`config.mk`:
```
export PLATFORM = sky130hd
export DESIGN_NAME = prime_scan_driver_flat
export DESIGN_NICKNAME = d
export VERILOG_FILES = /design/src/rtl/prime_scan_driver_pkg.sv /design/src/rtl/prime_scan_driver_if.sv /design/src/rtl/prime_scan_driver_out_reg.sv /design/src/rtl/prime_scan_driver.sv /design/src/flat_wrapper.sv
export SDC_FILE = /design/constraint.sdc
export NUM_CORES = 1
export LEC_CHECK = 0
export ABC_CLOCK_PERIOD_IN_PS = 2600
export CORE_MARGIN = 5
export CORE_UTILIZATION = 50
export DETAILED_ROUTE_END_ITERATION = 16
export GPL_ROUTABILITY_DRIVEN = 0
export PLACE_DENSITY = 0.79
export REMOVE_ABC_BUFFERS = 1
export SLEW_MARGIN = 20
export SYNTH_ARGS = -nofsm -noshare
export SYNTH_HDL_FRONTEND = slang
export SYNTH_HIERARCHICAL = 1
export SYNTH_SLANG_ARGS = --single-unit
```
`constraint.sdc`:
```
create_clock -name clk -period 2.6 [get_ports clk]
set_input_delay 0.65 -clock clk [delete_from_list [all_inputs] [get_ports clk]]
set_output_delay 0.65 -clock clk [all_outputs]
set_load 0.005 [all_outputs]
```
`src/rtl/prime_scan_driver_pkg.sv`:
```
// prime_pkg: shared state encoding and parameter defaults for the prime scan driver.
package prime_pkg;
    localparam int NUM_W_D  = 10;
    localparam int CNT_W_D  = 8;
    localparam int TO_CYC_D = 4096;
    typedef enum logic [2:0] {S_IDLE, S_SETUP, S_REQ, S_WAIT, S_EMIT, S_NEXT} state_t;
endpackage

```
`src/rtl/prime_scan_driver_if.sv`:
```
// prime_scan_driver_if: checker handshake plus prime output stream.
interface prime_scan_driver_if #(parameter int NUM_W = 10);
    logic             chk_start;
    logic             chk_done;
    logic             chk_prime;
    logic [NUM_W-1:0] chk_num;
    logic             prime_valid;
    logic [NUM_W-1:0] prime_val;
    logic             prime_ready;
    modport master (
        output chk_start, chk_num, prime_valid, prime_val,
        input  chk_done, chk_prime, prime_ready
    );
    modport slave (
        input  chk_start, chk_num, prime_valid, prime_val,
        output chk_done, chk_prime, prime_ready
    );
endinterface

```
`src/rtl/prime_scan_driver_out_reg.sv`:
```
// prime_out_reg: single-entry valid/ready holding register for found primes.
module prime_out_reg
    import prime_pkg::*;
#(
    parameter int W = NUM_W_D
) (
    input  logic         clk,
    input  logic         reset,
    input  logic         i_load,
    input  logic [W-1:0] i_val,
    input  logic         i_ready,
    output logic         o_valid,
    output logic [W-1:0] o_val
);
    logic         r_valid;
    logic [W-1:0] r_val;
    always_ff @(posedge clk) begin
        if (reset) begin
            r_valid <= 1'b0;
            r_val   <= '0;
        end else if (i_load) begin
            r_valid <= 1'b1;
            r_val   <= i_val;
        end else if (r_valid && i_ready) begin
            r_valid <= 1'b0;
        end
    end
    assign o_valid = r_valid;
    assign o_val   = r_val;
endmodule

```
`src/rtl/prime_scan_driver.sv`:
```
// prime_scan_driver: walks [lo,hi] through the prime checker and streams primes found.
// Optional WATCHDOG_EN bounds each check to TO_CYC cycles and flags err on expiry.
module prime_scan_driver
    import prime_pkg::*;
#(
    parameter int NUM_W  = NUM_W_D,
    parameter int CNT_W  = CNT_W_D,
    parameter int TO_CYC = TO_CYC_D
) (
    input  logic                 clk,
    input  logic                 reset,
    input  logic                 go,
    input  logic [NUM_W-1:0]     lo,
    input  logic [NUM_W-1:0]     hi,
    prime_scan_driver_if.master  bus,
    output logic                 busy,
    output logic                 scan_done,
    output logic [CNT_W-1:0]     prime_cnt,
    output logic                 err
);
    state_t           r_state;
    logic [NUM_W-1:0] r_cur;
    logic [NUM_W-1:0] r_hi;
    logic             r_start;
    logic             r_busy;
    logic             r_done;
    logic [CNT_W-1:0] r_cnt;
    logic             w_to;
    logic             w_go;
    logic             w_load;
    assign w_go   = r_state == S_IDLE && go && lo <= hi;
    assign w_load = r_state == S_WAIT && bus.chk_done && bus.chk_prime && !w_to;
`ifdef WATCHDOG_EN
    localparam int WD_W = $clog2(TO_CYC + 1);
    logic [WD_W-1:0] r_wd;
    logic            r_err;
    assign w_to = (r_state == S_REQ || r_state == S_WAIT) && r_wd == WD_W'(TO_CYC - 1);
    always_ff @(posedge clk) begin
        if (reset || r_state == S_SETUP)
            r_wd <= '0;
        else if (r_state == S_REQ || r_state == S_WAIT)
            r_wd <= r_wd + 1'b1;
    end
    always_ff @(posedge clk) begin
        if (reset || w_go)
            r_err <= 1'b0;
        else if (w_to)
            r_err <= 1'b1;
    end
    assign err = r_err;
`else
    assign w_to = 1'b0;
    assign err  = 1'b0;
`endif
    always_ff @(posedge clk) begin
        if (reset) begin
            r_state <= S_IDLE;
            r_cur   <= '0;
            r_hi    <= '0;
            r_start <= 1'b0;
            r_busy  <= 1'b0;
            r_done  <= 1'b0;
            r_cnt   <= '0;
        end else begin
            case (r_state)
                S_IDLE: if (go) begin
                    r_cnt <= '0;
                    if (w_go) begin
                        r_cur   <= lo;
                        r_hi    <= hi;
                        r_done  <= 1'b0;
                        r_busy  <= 1'b1;
                        r_state <= S_SETUP;
                    end else begin
                        r_done <= 1'b1;
                    end
                end
                S_SETUP: begin
                    r_start <= 1'b1;
                    r_state <= S_REQ;
                end
                // done low means the checker took the request; holding start longer re-arms it
                S_REQ: if (!bus.chk_done) begin
                    r_start <= 1'b0;
                    r_state <= S_WAIT;
                end
                S_WAIT: if (bus.chk_done) begin
                    if (bus.chk_prime && r_cnt != '1)
                        r_cnt <= r_cnt + 1'b1;
                    r_state <= bus.chk_prime ? S_EMIT : S_NEXT;
                end
                S_EMIT: if (bus.prime_valid && bus.prime_ready)
                    r_state <= S_NEXT;
                S_NEXT: if (r_cur == r_hi) begin
                    r_busy  <= 1'b0;
                    r_done  <= 1'b1;
                    r_state <= S_IDLE;
                end else begin
                    r_cur   <= r_cur + 1'b1;
                    r_state <= S_SETUP;
                end
                default: r_state <= S_IDLE;
            endcase
            if (w_to) begin
                r_start <= 1'b0;
                r_done  <= 1'b1;
                r_busy  <= 1'b0;
                r_state <= S_IDLE;
            end
        end
    end
    prime_out_reg #(.W(NUM_W)) u_out (
        .clk     (clk),
        .reset   (reset),
        .i_load  (w_load),
        .i_val   (r_cur),
        .i_ready (bus.prime_ready),
        .o_valid (bus.prime_valid),
        .o_val   (bus.prime_val)
    );
    assign bus.chk_start = r_start;
    assign bus.chk_num   = r_cur;
    assign busy          = r_busy;
    assign scan_done     = r_done;
    assign prime_cnt     = r_cnt;
endmodule

```
`src/flat_wrapper.sv`:
```
// flat-port wrapper written by rule: the top's interface ports become plain ports
module prime_scan_driver_flat import prime_pkg::*;
#(
    parameter int NUM_W  = NUM_W_D,
    parameter int CNT_W  = CNT_W_D,
    parameter int TO_CYC = TO_CYC_D
)
  (clk, reset, go, lo, hi, busy, scan_done, prime_cnt, err, bus_chk_start, bus_chk_num, bus_prime_valid, bus_prime_val, bus_chk_done, bus_chk_prime, bus_prime_ready);
  prime_scan_driver_if #(.NUM_W(NUM_W)) bus_i ();
  input  logic clk;
  input  logic reset;
  input  logic go;
  input  logic [NUM_W-1:0] lo;
  input  logic [NUM_W-1:0] hi;
  output logic busy;
  output logic scan_done;
  output logic [CNT_W-1:0] prime_cnt;
  output logic err;
  output wire logic [$bits(bus_i.chk_start)-1:0] bus_chk_start;
  output wire logic [$bits(bus_i.chk_num)-1:0] bus_chk_num;
  output wire logic [$bits(bus_i.prime_valid)-1:0] bus_prime_valid;
  output wire logic [$bits(bus_i.prime_val)-1:0] bus_prime_val;
  input wire logic [$bits(bus_i.chk_done)-1:0] bus_chk_done;
  input wire logic [$bits(bus_i.chk_prime)-1:0] bus_chk_prime;
  input wire logic [$bits(bus_i.prime_ready)-1:0] bus_prime_ready;
  assign bus_chk_start = bus_i.chk_start;
  assign bus_chk_num = bus_i.chk_num;
  assign bus_prime_valid = bus_i.prime_valid;
  assign bus_prime_val = bus_i.prime_val;
  assign bus_i.chk_done = bus_chk_done;
  assign bus_i.chk_prime = bus_chk_prime;
  assign bus_i.prime_ready = bus_prime_ready;
  prime_scan_driver #(.NUM_W(NUM_W), .CNT_W(CNT_W), .TO_CYC(TO_CYC)) u_core (.clk(clk), .reset(reset), .go(go), .lo(lo), .hi(hi), .bus(bus_i), .busy(busy), .scan_done(scan_done), .prime_cnt(prime_cnt), .err(err));
endmodule
```
==> qor.csv <==
metric,value,unit
fmax,426,MHz
Top delay family on crit path,buffers and inverters,
crit-path most repeated cell,inv_1,
CP Cell Sequence,"clkdlybuf4s50_1, inv_1, ha_1, nand2_1, nor4_4, a21boi_1, inv_1, o21ai_4, clkbuf_16, o32ai_1",
die width,82.4,um
P_leak,1.58,nW
post-route ant nets,0,
reg2reg setup slack,0.46,ns
Final period util,90.2,%
CTS root buf,clkbuf_8,
Post-Syn Area,0.00262,mm^2
# setup viols final,0,
Die Ht,82.4,um
post-synthesis instance total,324,
Pwr Total,2.58,mW
Num CTS Buffers,5,
# IOs,59,
status,completed,
maximum VDD drop,0.351,mV
PD cells,694,mW/mm^2
"Clk Latency, worst-skew pair",0.30,ns
"FFs w/ async S/R, synth",0,%
largest net degree at the start of global routing,22,
gr usage total,22.9,%
max-cap violation count,0,
CTS sink cnt,45,
Slew headroom,62.6,%
NumNets Final,433,
ys flop type,dfxtp_1,
hold slack,0.479,ns
n_diodes,0,
RSZ-0062 raised after global routing,no,
Layout area overhead,42.3,%
Critical Path AT,2.56,ns
syn avg cell area,8.08,um^2
total iterations of the first detailed-routing run,4,
#FFs+latches synth,45,
DR iter-0 viols,208,
Worst EP required,2.81,ns
initial core utilization,51.2,%
Crit path buffers/inverters,4,
Via density,5.66,
register area share after synthesis,34.4,%
grt ovf,0,
Util after Layout,72.9,%
HP Class,flop to flop,
die area,0.00678,mm^2
Tmin final,2.35,ns
CP Max Fanout,5,
Final Hold Fails,0,
vias in the first global route,2618,
WL final,7690,um
final setup TNS,0,ns
row cnt,26,
initial antenna violation count,0,
Slew Limit Fails,0,
Slowest Stage Delay on Critical Path,0.49,ns
layout cell share with drive strength beyond 1,15.2,%
Core ar.,0.00511,mm^2
first-pass GRT wire length,12100,um
Setup CP Type,input pin to flop,
Startpoint Class,input pin,
hpwl dp,5390,um
H-tree Lvls,2,
Netlist cell types,49,
clk slew on worst S/H paths,0.08,ns
Worst Skew,0.0112,ns
CTS tree,done,
Post-synth EDFFs,0,
drc violations,0,
number of synthesis warnings,6,
CTS max path bufs,2,
input/output buffers,57,
crit end category,flop,
Slew @ Worst Pin,0.561,ns
WL/cell,16.5,um
slowest library cell on the worst path,clkdlybuf4s50_1,
DR vias,2638,
==> sequential cells by signal, summed over array words and instances (netlist names) <==
| register | count |
|---|---|
| u_core/u_out/o_val | 10 |
| u_core/r_hi | 10 |
| u_core/r_state | 3 |
| u_core/bus.chk_start | 1 |
| u_core/bus.chk_num | 10 |
| u_core/scan_done | 1 |
| u_core/busy | 1 |
| u_core/u_out/o_valid | 1 |
| u_core/prime_cnt | 8 |
==> path summary, 6_finish.rpt <==
| check | startpoint | end | cells past startpoint |
|---|---|---|---|
| worst max-delay path | hi[1] | u_core/bus.chk_num[9]$_SDFFE_PP0P_ | 10 |
| worst min-delay path | u_core/r_hi[3]$_SDFFE_PP0P_ | u_core/r_hi[3]$_SDFFE_PP0P_ | 2 |
| worst max register to register | u_core/r_state[0]$_SDFFE_PP0P_ | u_core/prime_cnt[7]$_SDFFE_PP0P_ | 6 |
| worst min register to register | u_core/r_hi[3]$_SDFFE_PP0P_ | u_core/r_hi[3]$_SDFFE_PP0P_ | 2 |
==> cells by family (layout without fill, tap and decap cells) <==
logic type	Yosys count	count (layout)	share of synthesized area, %
AO/OA/AOI/OAI	64	64	17.5
AND/OR/NAND/NOR	130	130	22.5
buffers and inverters	33	105	5.59
other	1	1	0.143
XOR/XNOR	18	18	6.02
flip-flops	45	45	34.4
adder cells (fa/ha/maj)	12	12	5.74
multiplexers	21	21	8.03
==> tightest hold or removal path: stages (launching register included) <==
cell and delay (ns):
dfxtp_1 0.32, nand2_1 0.05, mux2i_1 0.06
==> cell usage after synthesis (2+ instances only) <==
library cell / instances / area share (%)
nor2_1: 36 / 5.2
nand2b_1: 2 / 0.48
ha_1: 12 / 5.7
a22oi_1: 3 / 0.86
nand3_1: 7 / 1.3
a21oi_1: 24 / 4.6
mux2i_1: 21 / 8.0
o22ai_1: 3 / 0.72
dfxtp_1: 45 / 34
nand4_1: 9 / 2.2
or3_1: 2 / 0.48
and2_1: 3 / 0.72
nand2_1: 54 / 7.7
buf_4: 2 / 0.57
inv_1: 16 / 2.3
and3_1: 4 / 0.96
buf_2: 6 / 1.1
clkbuf_1: 7 / 1.0
o32ai_1: 8 / 2.7
nor4_1: 3 / 0.72
nor3_1: 5 / 0.96
xor2_1: 17 / 5.7
o21ai_0: 5 / 0.96
a221oi_1: 2 / 0.67
a211oi_1: 4 / 1.1
==> cells in the final DEF (no fill, tap or decap), types with 2 or more instances in the layout <==
cell              n
nor3_1            5
and2_1            2
a22oi_1           3
ha_1              4
nand2b_1          2
o32ai_1           8
o22ai_1           3
nand4_1           9
xor2_1           17
nor4_1            2
nand2_1          53
a21oi_1          24
clkdlybuf4s50_1  41
ha_4              8
inv_2             7
dfxtp_1          45
clkbuf_8          6
buf_12            2
mux2i_1          21
buf_4            20
dlymetal6s2s_1   16
nor2_1           35
nand3_1           5
o21ai_0           5
inv_1             9
a211oi_1          4
nand3_4           2
and3_1            4
==> timing repair <==
item / 4_1_cts / 5_1_grt
endpoints found under the setup margin: 10 / 20
cloned: 0 / 1
hold buffers: 0 / 0
gates resized for setup: 5 / 38
pin swaps: 1 / 6
setup buffers: 1 / 0
==> per-stage QoR <==
step	instances	setup slack, ns	area [um^2]
2_1_floorplan	308	0.0657	2530
3_3_place_gp	456	-0.389	3360
3_5_place_dp	456	-0.488	3360
4_1_cts	465	0.00968	3530
5_1_grt	466	0.0938	3720
6_report	466	0.254	3720
==> routing by layer <==
layer,global-route usage [%],part of all wire (%),routed length (um)
met3,5.53,7.1,546
met1,27.5,42,3250
met4,9.14,2.0,157
met2,38.9,49,3730
met5,0,0,0
==> power breakdown <==
| group | switching [mW] | internal (mW) |
|---|---|---|
| combinational | 0.564 | 0.554 |
| sequential | 0.137 | 0.773 |
| clock | 0.241 | 0.314 |
| total | 0.943 | 1.64 |
==> layout make-up <==
cell class                 count  area, um^2
clock buffer                   7        86.3
clock inverter                 1        30.0
fill                         394        1380
inverter                      17        63.8
multi-input combinational    246        1730
sequential                    45         901
tap                           70        87.6
timing repair buffer          80         826
No activity file was read; power rests on OpenSTA's default activity.
